<file path="src/rtl/mem_scan_ctrl.sv">
// Step/auto-run RAM address scanner with single-byte write and optional clear-all sweep.
// Optional feature: define SCAN_CLEAR_EN to build the CLEAR state (clr port is ignored otherwise).
module mem_scan_ctrl #(
  parameter int TICK_DIV = 25_000_000
) (
  input  logic       clock,
  input  logic       reset,
  input  logic       step,
  input  logic       run,
  input  logic       wr_req,
  input  logic [7:0] wr_data,
  input  logic       clr,
  output logic [7:0] address,
  output logic       we,
  output logic [7:0] ram_din,
  output logic       wr_ack,
  output logic       wrap,
  output logic       busy
);

  localparam int TW = (TICK_DIV > 2) ? $clog2(TICK_DIV) : 1;
  localparam logic [TW-1:0] TICK_LAST = TW'(TICK_DIV - 1);

`ifdef SCAN_CLEAR_EN
  typedef enum logic [2:0] {IDLE, RUN, WRITE, WACK, CLEAR} state_t;
`else
  typedef enum logic [2:0] {IDLE, RUN, WRITE, WACK} state_t;
  logic unused_clr;
  assign unused_clr = clr;
`endif

  state_t        state;
  logic [TW-1:0] tick;
  logic          step_prev;
  logic          step_edge;

  assign step_edge = step & ~step_prev;

  always_ff @(posedge clock or posedge reset) begin
    if (reset) begin
      state     <= IDLE;
      address   <= 8'h00;
      we        <= 1'b0;
      ram_din   <= 8'h00;
      wr_ack    <= 1'b0;
      wrap      <= 1'b0;
      busy      <= 1'b0;
      tick      <= '0;
      // High so a step held across reset release is not seen as an edge.
      step_prev <= 1'b1;
    end else begin
      step_prev <= step;
      wrap      <= 1'b0;
      wr_ack    <= 1'b0;
      case (state)
        IDLE: begin
`ifdef SCAN_CLEAR_EN
          if (clr) begin
            state   <= CLEAR;
            address <= 8'h00;
            we      <= 1'b1;
            ram_din <= 8'h00;
            busy    <= 1'b1;
          end else
`endif
          if (wr_req) begin
            state   <= WRITE;
            we      <= 1'b1;
            ram_din <= wr_data;
            busy    <= 1'b1;
          end else if (run) begin
            state <= RUN;
            tick  <= '0;
            busy  <= 1'b1;
          end else if (step_edge) begin
            address <= address + 8'd1;
            wrap    <= (address == 8'hFF);
          end
        end
        RUN: begin
          if (wr_req) begin
            state   <= WRITE;
            we      <= 1'b1;
            ram_din <= wr_data;
          end else if (!run) begin
            state <= IDLE;
            busy  <= 1'b0;
          end else if (tick == TICK_LAST) begin
            tick    <= '0;
            address <= address + 8'd1;
            wrap    <= (address == 8'hFF);
          end else begin
            tick <= tick + TW'(1);
          end
        end
        WRITE: begin
          state   <= WACK;
          we      <= 1'b0;
          wr_ack  <= 1'b1;
          address <= address + 8'd1;
          wrap    <= (address == 8'hFF);
        end
        WACK: begin
          state <= IDLE;
          busy  <= 1'b0;
        end
`ifdef SCAN_CLEAR_EN
        CLEAR: begin
          address <= address + 8'd1;
          wrap    <= (address == 8'hFF);
          // The cycle that writes 0xFF is the last one of the sweep.
          if (address == 8'hFF) begin
            state <= IDLE;
            we    <= 1'b0;
            busy  <= 1'b0;
          end
        end
`endif
        default: begin
          state <= IDLE;
          we    <= 1'b0;
          busy  <= 1'b0;
        end
      endcase
    end
  end

endmodule

</file>
<file path="config.mk">
export PLATFORM = sky130hd
export DESIGN_NAME = mem_scan_ctrl
export DESIGN_NICKNAME = d
export VERILOG_FILES = /design/src/rtl/mem_scan_ctrl.sv
export SDC_FILE = /design/constraint.sdc
export NUM_CORES = 1
export LEC_CHECK = 0
export ABC_AREA = 1
export ABC_CLOCK_PERIOD_IN_PS = 1700
export CORE_ASPECT_RATIO = 0.7
export CORE_MARGIN = 5
export CORE_UTILIZATION = 45
export DETAILED_ROUTE_END_ITERATION = 12
export GPL_TIMING_DRIVEN = 0
export PLACE_DENSITY = 0.71
export SETUP_SLACK_MARGIN = 0.2
export SLEW_MARGIN = 20
export SYNTH_ARGS = -nofsm -noshare
export SYNTH_HDL_FRONTEND = slang
export SYNTH_SLANG_ARGS = --single-unit
</file>
<file path="constraint.sdc">
create_clock -name clock -period 1.7 [get_ports clock]
set_input_delay 0.34 -clock clock [delete_from_list [all_inputs] [get_ports clock]]
set_output_delay 0.34 -clock clock [all_outputs]
set_load 0.03 [all_outputs]
</file>
==> results.sh, run 1 <==
export IMPL_status="finished clean"
export IMPL_drv_slew=0
export IMPL_rows=23
export IMPL_multiInputGateArea_sq_um=1451
export IMPL_max_cap_viol_count=0
export IMPL_cts_max_level=2
export IMPL_r2r_start="tick[1]"
export IMPL_grt_ovfl_total=0
export IMPL_fillers=500
export IMPL_path_delay_family="simple AND/OR/NAND/NOR gates"
export IMPL_wl_per_cell_microns=14.32
export IMPL_startpoint="tick[1]"
export IMPL_tns_ns=0
export IMPL_r2r_slack_ns=0.05
export IMPL_seq_area_sq_um=1205
export IMPL_routed_wirelength_microns=6328
export IMPL_grt_pass1_wl_microns=10320
export IMPL_cpMaxStageDelayCell="dfrtp_1"
export IMPL_drt_drc_violations_left=0
export IMPL_antenna_found_initial=0
export IMPL_clk_insertion_delay_late_ns=0.31
export IMPL_fp_coreArea_sq_um=5640
export IMPL_async_flop_share=1.000
export IMPL_synth_compound_area_frac=0.05209
export IMPL_syn_area_sq_um=2570
export IMPL_hold_violations=0
export IMPL_yosys_area_share_adder=0.009737
export IMPL_required_ns=1.91
export IMPL_fin_crit_ns=1.650
export IMPL_combPwrFrac=0.429
export IMPL_routabilityCongestion=0.8999
export IMPL_drive_gt1_frac=0.2970
export IMPL_ant_nets=0
export IMPL_switching_power_w=0.001727
export IMPL_fin_ws_ns=0.05006
export IMPL_place_inst=422
export IMPL_power_total_w=0.004241
export IMPL_syn_nets=330
export IMPL_numCtsBuffers=5
export IMPL_hold_path_class="input port to async pin"
export IMPL_worstRegToRegCells=11
export IMPL_area_growth_pct=34.32
export IMPL_die_area_sq_um=7346
export IMPL_synth_edff_count=0
export IMPL_rsz0062_at_grt="true"
export IMPL_powerDensity_nw_per_um2=1228
export IMPL_firstDrtPassIters=4
export IMPL_tightestPinTransition_ns=0.5678
export IMPL_arrival_ns=1.86
export IMPL_cts_buffer_depth=2
export IMPL_p_leak_nw=1.520
export IMPL_syn_inst=314
export IMPL_die_w_microns=100.3
export IMPL_cts_root_buf="clkbuf_8"
export IMPL_io_pins=34
export IMPL_cts_hold_buf=0
export IMPL_grt_max_degree=26
export IMPL_ys_ff_latch=48
export IMPL_die_h_microns=73.23
export IMPL_vias=2268
export IMPL_worstSetupStartpointType="register"
export IMPL_cts_tree="yes"
export IMPL_io_buffer_count=32
export IMPL_cts_sinks=48
export IMPL_synth_top_family_by_area="simple AND/OR/NAND/NOR gates"
export IMPL_syn_avg_cell_area_sq_um=8.185
export IMPL_nets=382
export IMPL_synthFlopType="dfrtp_1"
export IMPL_max_stage_delay_ns=0.42
export IMPL_endpoint_kind="register"
export IMPL_drt_iter0_drc=95
export IMPL_synth_yosys_seq_area_share=0.4679
export IMPL_initial_core_util=0.4556
export IMPL_grt_use_total=0.1785
export IMPL_min_period_over_period=0.9706
export IMPL_worstSetupPathType="register to register"
export IMPL_final_cell_mix="58 x nand2_1, 45 x dfrtp_1, 39 x nor2_1"
export IMPL_fin_skew_ns=0.009023
export IMPL_dp_hpwl_microns=4192
export IMPL_grt_pass1_vias=2229
export IMPL_intPower_w=0.002514
export IMPL_crit_path_frequent_cell="nand2_4"
export IMPL_num_antenna_cells=0
export IMPL_p_seq_frac=0.373
export IMPL_via_per_inst=5.131
export IMPL_path_clk_slew_ns=0.09
export IMPL_max_slew_margin=0.6209
export IMPL_fmax_ghz=0.6061
export IMPL_synth_simple_area_share=0.3121
export IMPL_ys_types=33
export IMPL_switching_share=0.4072
export IMPL_ys_warnings_count=0
export IMPL_reg2reg_to="address[1]"
export IMPL_critPathBufInv=1
export IMPL_p_clk_frac=0.198
export IMPL_final_common_cell="nand2_1"
export IMPL_final_cells=442
export IMPL_dp_slack_ns=-0.3360
export IMPL_finalSetupViolCount=0
export IMPL_synth_xor_area_frac=0.06134
export IMPL_crit_chain="ha_4 > nand2_4 > nor2_4 > nand2_2 > nor2_4 > nand2_4 > nand2_8 > nand2_4 > buf_6 > nand2_2 > nand2_1"
export IMPL_synth_mux_area_frac=0.03505
export IMPL_ir_worst_vdd_mv=1.198
export IMPL_crit_fanout=5
power by group through the flow:
| stage | clock network, W | registers (W) | logic (W) |
|---|---|---|---|
| 3_3_place_gp | 0 | 0.00157 | 0.00160 |
| 4_1_cts | 0.000853 | 0.00157 | 0.00178 |
| 2_1_floorplan | 0 | 0.00193 | 0.000679 |
| 5_1_grt | 0.000903 | 0.00162 | 0.00197 |
| 6_report | 0.000840 | 0.00158 | 0.00182 |
| 3_5_place_dp | 0 | 0.00159 | 0.00163 |
final cells by class:
class	count	share of cell area
timing repair buffer	45	0.1218
inverter	35	0.03806
buffer	4	0.01124
clock buffer	5	0.01993
multi-input combinational	227	0.4204
tap	75	0.02718
clock inverter	3	0.01232
sequential	48	0.3490
through the flow:
| step | hold slack, ns | instance area [sq um] | utilization |
|---|---|---|---|
| final | 0.3938 | 3452 | 0.6120 |
| after global routing | 0.4516 | 3452 | 0.6120 |
| after CTS | 0.4204 | 3343 | 0.5927 |
| after detailed placement | 0.4557 | 3014 | 0.5344 |
| after global placement | 0.4555 | 2994 | 0.5308 |
| after floorplan | 0.3445 | 2580 | - |
worst register-to-register path, stage by stage (launching register included):
cell     delay, ns
dfrtp_1       0.42
ha_4          0.17
nand2_4       0.06
nor2_4        0.18
nand2_2       0.09
nor2_4        0.10
nand2_4       0.10
nand2_8       0.11
nand2_4       0.07
buf_6         0.14
nand2_2       0.05
nand2_1       0.06
state kept, by name, indices dropped and copies added, names as in the netlist:
name,count
ram_din,8
state,2
we,1
busy,1
wr_ack,1
wrap,1
address,8
tick,25
step_prev,1
routing by layer:
| metal | routed length, microns | up-vias | part of all wire | global-route usage |
|---|---|---|---|---|
| met1 | 2924 | 1100 | 0.46 | 0.2437 |
| met2 | 2935 | 57 | 0.46 | 0.2790 |
| met5 | 0 | - | 0 | 0 |
| met4 | 91 | 0 | 0.014 | 0.05082 |
| met3 | 376 | 11 | 0.059 | 0.05062 |
| li1 | - | 1100 | - | - |
cells by family after synthesis:
group,Yosys count
buf+inv,39
xor+xnor,18
compound gates,22
simple gates,177
mux,8
flops,48
fa+ha+maj,2
how the worst max path moves through the flow:
stage | endpoint | slack, ns | depth (start not counted)
2_1_floorplan | address[2] | 0.21 | 11
3_3_place_gp | address[5] | -0.80 | 2
3_5_place_dp | tick[13] | -0.34 | 8
4_1_cts | address[2] | 0.09 | 11
5_1_grt | address[1] | -0.05 | 11
6_report | address[1] | 0.05 | 11
Yosys cell counts (3+ instances only):
master	count	area, sq um
nand2_1	75	281.5
dfrtp_1	47	1176
nor2_1	47	176.4
inv_1	29	108.9
nand3_1	23	115.1
a21oi_1	11	55.05
xor2_1	11	96.34
mux2_2	8	90.09
nand4_1	7	43.79
nor3_1	7	35.03
xnor2_1	7	61.31
inv_2	6	22.52
nand2_2	4	25.02
nor2_2	4	25.02
nor2_4	3	33.78
o21ai_2	3	26.28
timing repair:
item / in CTS / in global routing
buffers inserted: 10 / 1
gates cloned: 1 / 0
pin swaps: 19 / 17
setup endpoints to repair: 53 / 41
hold endpoints to repair: 0 / 0
gates resized for setup: 59 / 46
Power figures use the tool's default switching activity.
==> run 2: changes to the inputs <==
--- a/config.mk
+++ b/config.mk
@@ -6,14 +6,13 @@
 export NUM_CORES = 1
 export LEC_CHECK = 0
 export ABC_AREA = 1
-export ABC_CLOCK_PERIOD_IN_PS = 1700
+export ABC_CLOCK_PERIOD_IN_PS = 2000
 export CORE_ASPECT_RATIO = 0.7
 export CORE_MARGIN = 5
 export CORE_UTILIZATION = 45
 export DETAILED_ROUTE_END_ITERATION = 12
 export GPL_TIMING_DRIVEN = 0
 export PLACE_DENSITY = 0.71
-export SETUP_SLACK_MARGIN = 0.2
 export SLEW_MARGIN = 20
 export SYNTH_ARGS = -nofsm -noshare
 export SYNTH_HDL_FRONTEND = slang
==> constraint.sdc (replaced) <==
create_clock -name clock -period 2 [get_ports clock]
set_input_delay 0.4 -clock clock [delete_from_list [all_inputs] [get_ports clock]]
set_output_delay 0.4 -clock clock [all_outputs]
set_load 0.03 [all_outputs]
==> run 2 against run 1 <==
Die area did not move. Cell count fell by 2.7%. Count of clock-buffer cells in the layout increased by 2. First-iteration DRC count grew 59%. Utilization is 5.5 points lower. Register-to-register slack better by 0.20 ns. Clock power down 10%. Power fell by 18%. Flip-flop and latch count did not move. Design area decreased by 9.0%. Setup slack improved by 0.096 ns. Via count down 7.4%. Critical path type is now register to output port.
==> results.sh, run 2 (synthesis gave the netlist of run 1 again) <==
export IMPL_status="finished clean"
export IMPL_grt_max_degree=27
export IMPL_max_slew_margin=0.6051
export IMPL_max_cap_viol_count=0
export IMPL_grt_ovfl_total=0
export IMPL_crit_chain="clkdlybuf4s50_1"
export IMPL_arrival_ns=1.45
export IMPL_cts_sinks=48
export IMPL_die_w_microns=100.3
export IMPL_nets=370
export IMPL_routed_wirelength_microns=5378
export IMPL_rows=23
export IMPL_max_stage_delay_ns=0.71
export IMPL_fillers=543
export IMPL_min_period_over_period=0.9272
export IMPL_path_delay_family="buffers and inverters"
export IMPL_die_area_sq_um=7346
export IMPL_crit_fanout=5
export IMPL_cp_depth=1
export IMPL_drt_drc_violations_left=0
export IMPL_critPathBufInv=1
export IMPL_worstRegToRegCells=11
export IMPL_endpoint_kind="output port"
export IMPL_initial_core_util=0.4556
export IMPL_hold_path_class="register to register"
export IMPL_antenna_found_initial=0
export IMPL_vias=2100
export IMPL_numCtsBuffers=5
export IMPL_worstSetupPathType="register to output port"
export IMPL_ant_nets=0
export IMPL_regMostFlops="tick"
export IMPL_ir_worst_vdd_mv=0.8617
export IMPL_via_per_inst=4.884
export IMPL_required_ns=1.60
export IMPL_powerDensity_nw_per_um2=1101
export IMPL_cts_buffer_depth=2
export IMPL_finalSetupViolCount=0
export IMPL_fp_coreArea_sq_um=5640
export IMPL_drv_slew=0
export IMPL_cpMaxStageDelayCell="clkdlybuf4s50_1"
export IMPL_clk_insertion_delay_late_ns=0.30
export IMPL_grt_pass1_vias=2103
export IMPL_cts_tree="yes"
export IMPL_fin_skew_ns=0.01169
export IMPL_tightestPinTransition_ns=0.5915
export IMPL_final_cells=430
export IMPL_drive_gt1_frac=0.1380
export IMPL_place_inst=422
export IMPL_final_common_cell="nand2_1"
export IMPL_p_leak_nw=1.394
export IMPL_wl_per_cell_microns=12.51
export IMPL_finish_utilization=0.5568
export IMPL_largest_reg_flops=25
export IMPL_cts_max_level=2
export IMPL_min_delay_path_depth=1
export IMPL_routabilityCongestion=0.9334
export IMPL_drt_iter0_drc=151
export IMPL_grt_pass1_wl_microns=9660
export IMPL_die_h_microns=73.23
export IMPL_cts_hold_buf=0
export IMPL_io_buffer_count=32
export IMPL_hold_violations=0
export IMPL_worstSetupStartpointType="register"
export IMPL_firstDrtPassIters=4
export IMPL_cts_root_buf="clkbuf_8"
export IMPL_num_antenna_cells=0
export IMPL_grt_use_total=0.1652
export IMPL_path_clk_slew_ns=0.09
export IMPL_fin_crit_ns=1.854
export IMPL_rsz0062_at_grt="false"
export IMPL_area_growth_pct=22.20
export IMPL_io_pins=34
export IMPL_dp_hpwl_microns=4180
export IMPL_r2r_slack_ns=0.25
export IMPL_final_cell_mix="74 x nand2_1, 47 x nor2_1, 47 x dfrtp_1"
export IMPL_reg_top3="tick (25), address (8), ram_din (8)"
export IMPL_fmax_ghz=0.5393
-- run 2: area by class of cell --
class / count / area (sq um) / share of cell area
buffer: 4 / 27.53 / 0.008765
tap: 75 / 93.84 / 0.02988
multi-input combinational: 227 / 1211 / 0.3857
timing repair buffer: 33 / 347.8 / 0.1108
clock buffer: 7 / 96.34 / 0.03068
sequential: 48 / 1202 / 0.3829
clock inverter: 1 / 30.03 / 0.009562
inverter: 35 / 131.4 / 0.04183
-- run 2: worst paths after layout --
check                           startpoint          to
worst max-delay path            address[2]  address[2]
worst min-delay path              state[0]      wr_ack
worst max register to register     tick[0]  address[4]
worst min register to register    state[0]      wr_ack
max in group asynchronous            reset   step_prev
min in group asynchronous            reset  ram_din[4]
-- run 2: what timing repair did --
item | CTS | global route
resized for setup | 0 | 1
buffers inserted | 0 | 0
endpoints found under the setup margin | 0 | 1
-- run 2: per-layer routing --
layer	share of wire	global-route usage	up-vias
li1	-	-	1072
met1	0.50	0.2390	978
met2	0.42	0.2482	48
met3	0.072	0.04394	2
met4	0.0058	0.03886	0
met5	0	0	-
-- run 2: power by group --
group,total [W],leakage (nW),switching (W),internal (W)
clock,0.000752,0.0645,0.000310,0.000441
combinational,0.00137,0.696,0.000823,0.000551
sequential,0.00133,0.633,0.000157,0.00118
total,0.00346,1.39,0.00129,0.00217
-- run 2: stage by stage --
stage | total power [W] | setup slack, ns | TNS, ns | cell area (sq um) | hold slack (ns)
2_1_floorplan | 0.002217 | 0.4572 | 0 | 2570 | 0.4045
3_3_place_gp | 0.002691 | -0.5255 | -24.70 | 2984 | 0.4564
3_5_place_dp | 0.002735 | -0.008381 | -0.008381 | 3012 | 0.4635
4_1_cts | 0.003501 | 0.1191 | 0 | 3138 | 0.4706
5_1_grt | 0.003680 | 0.05924 | 0 | 3141 | 0.5021
6_report | 0.003458 | 0.1457 | 0 | 3141 | 0.4595
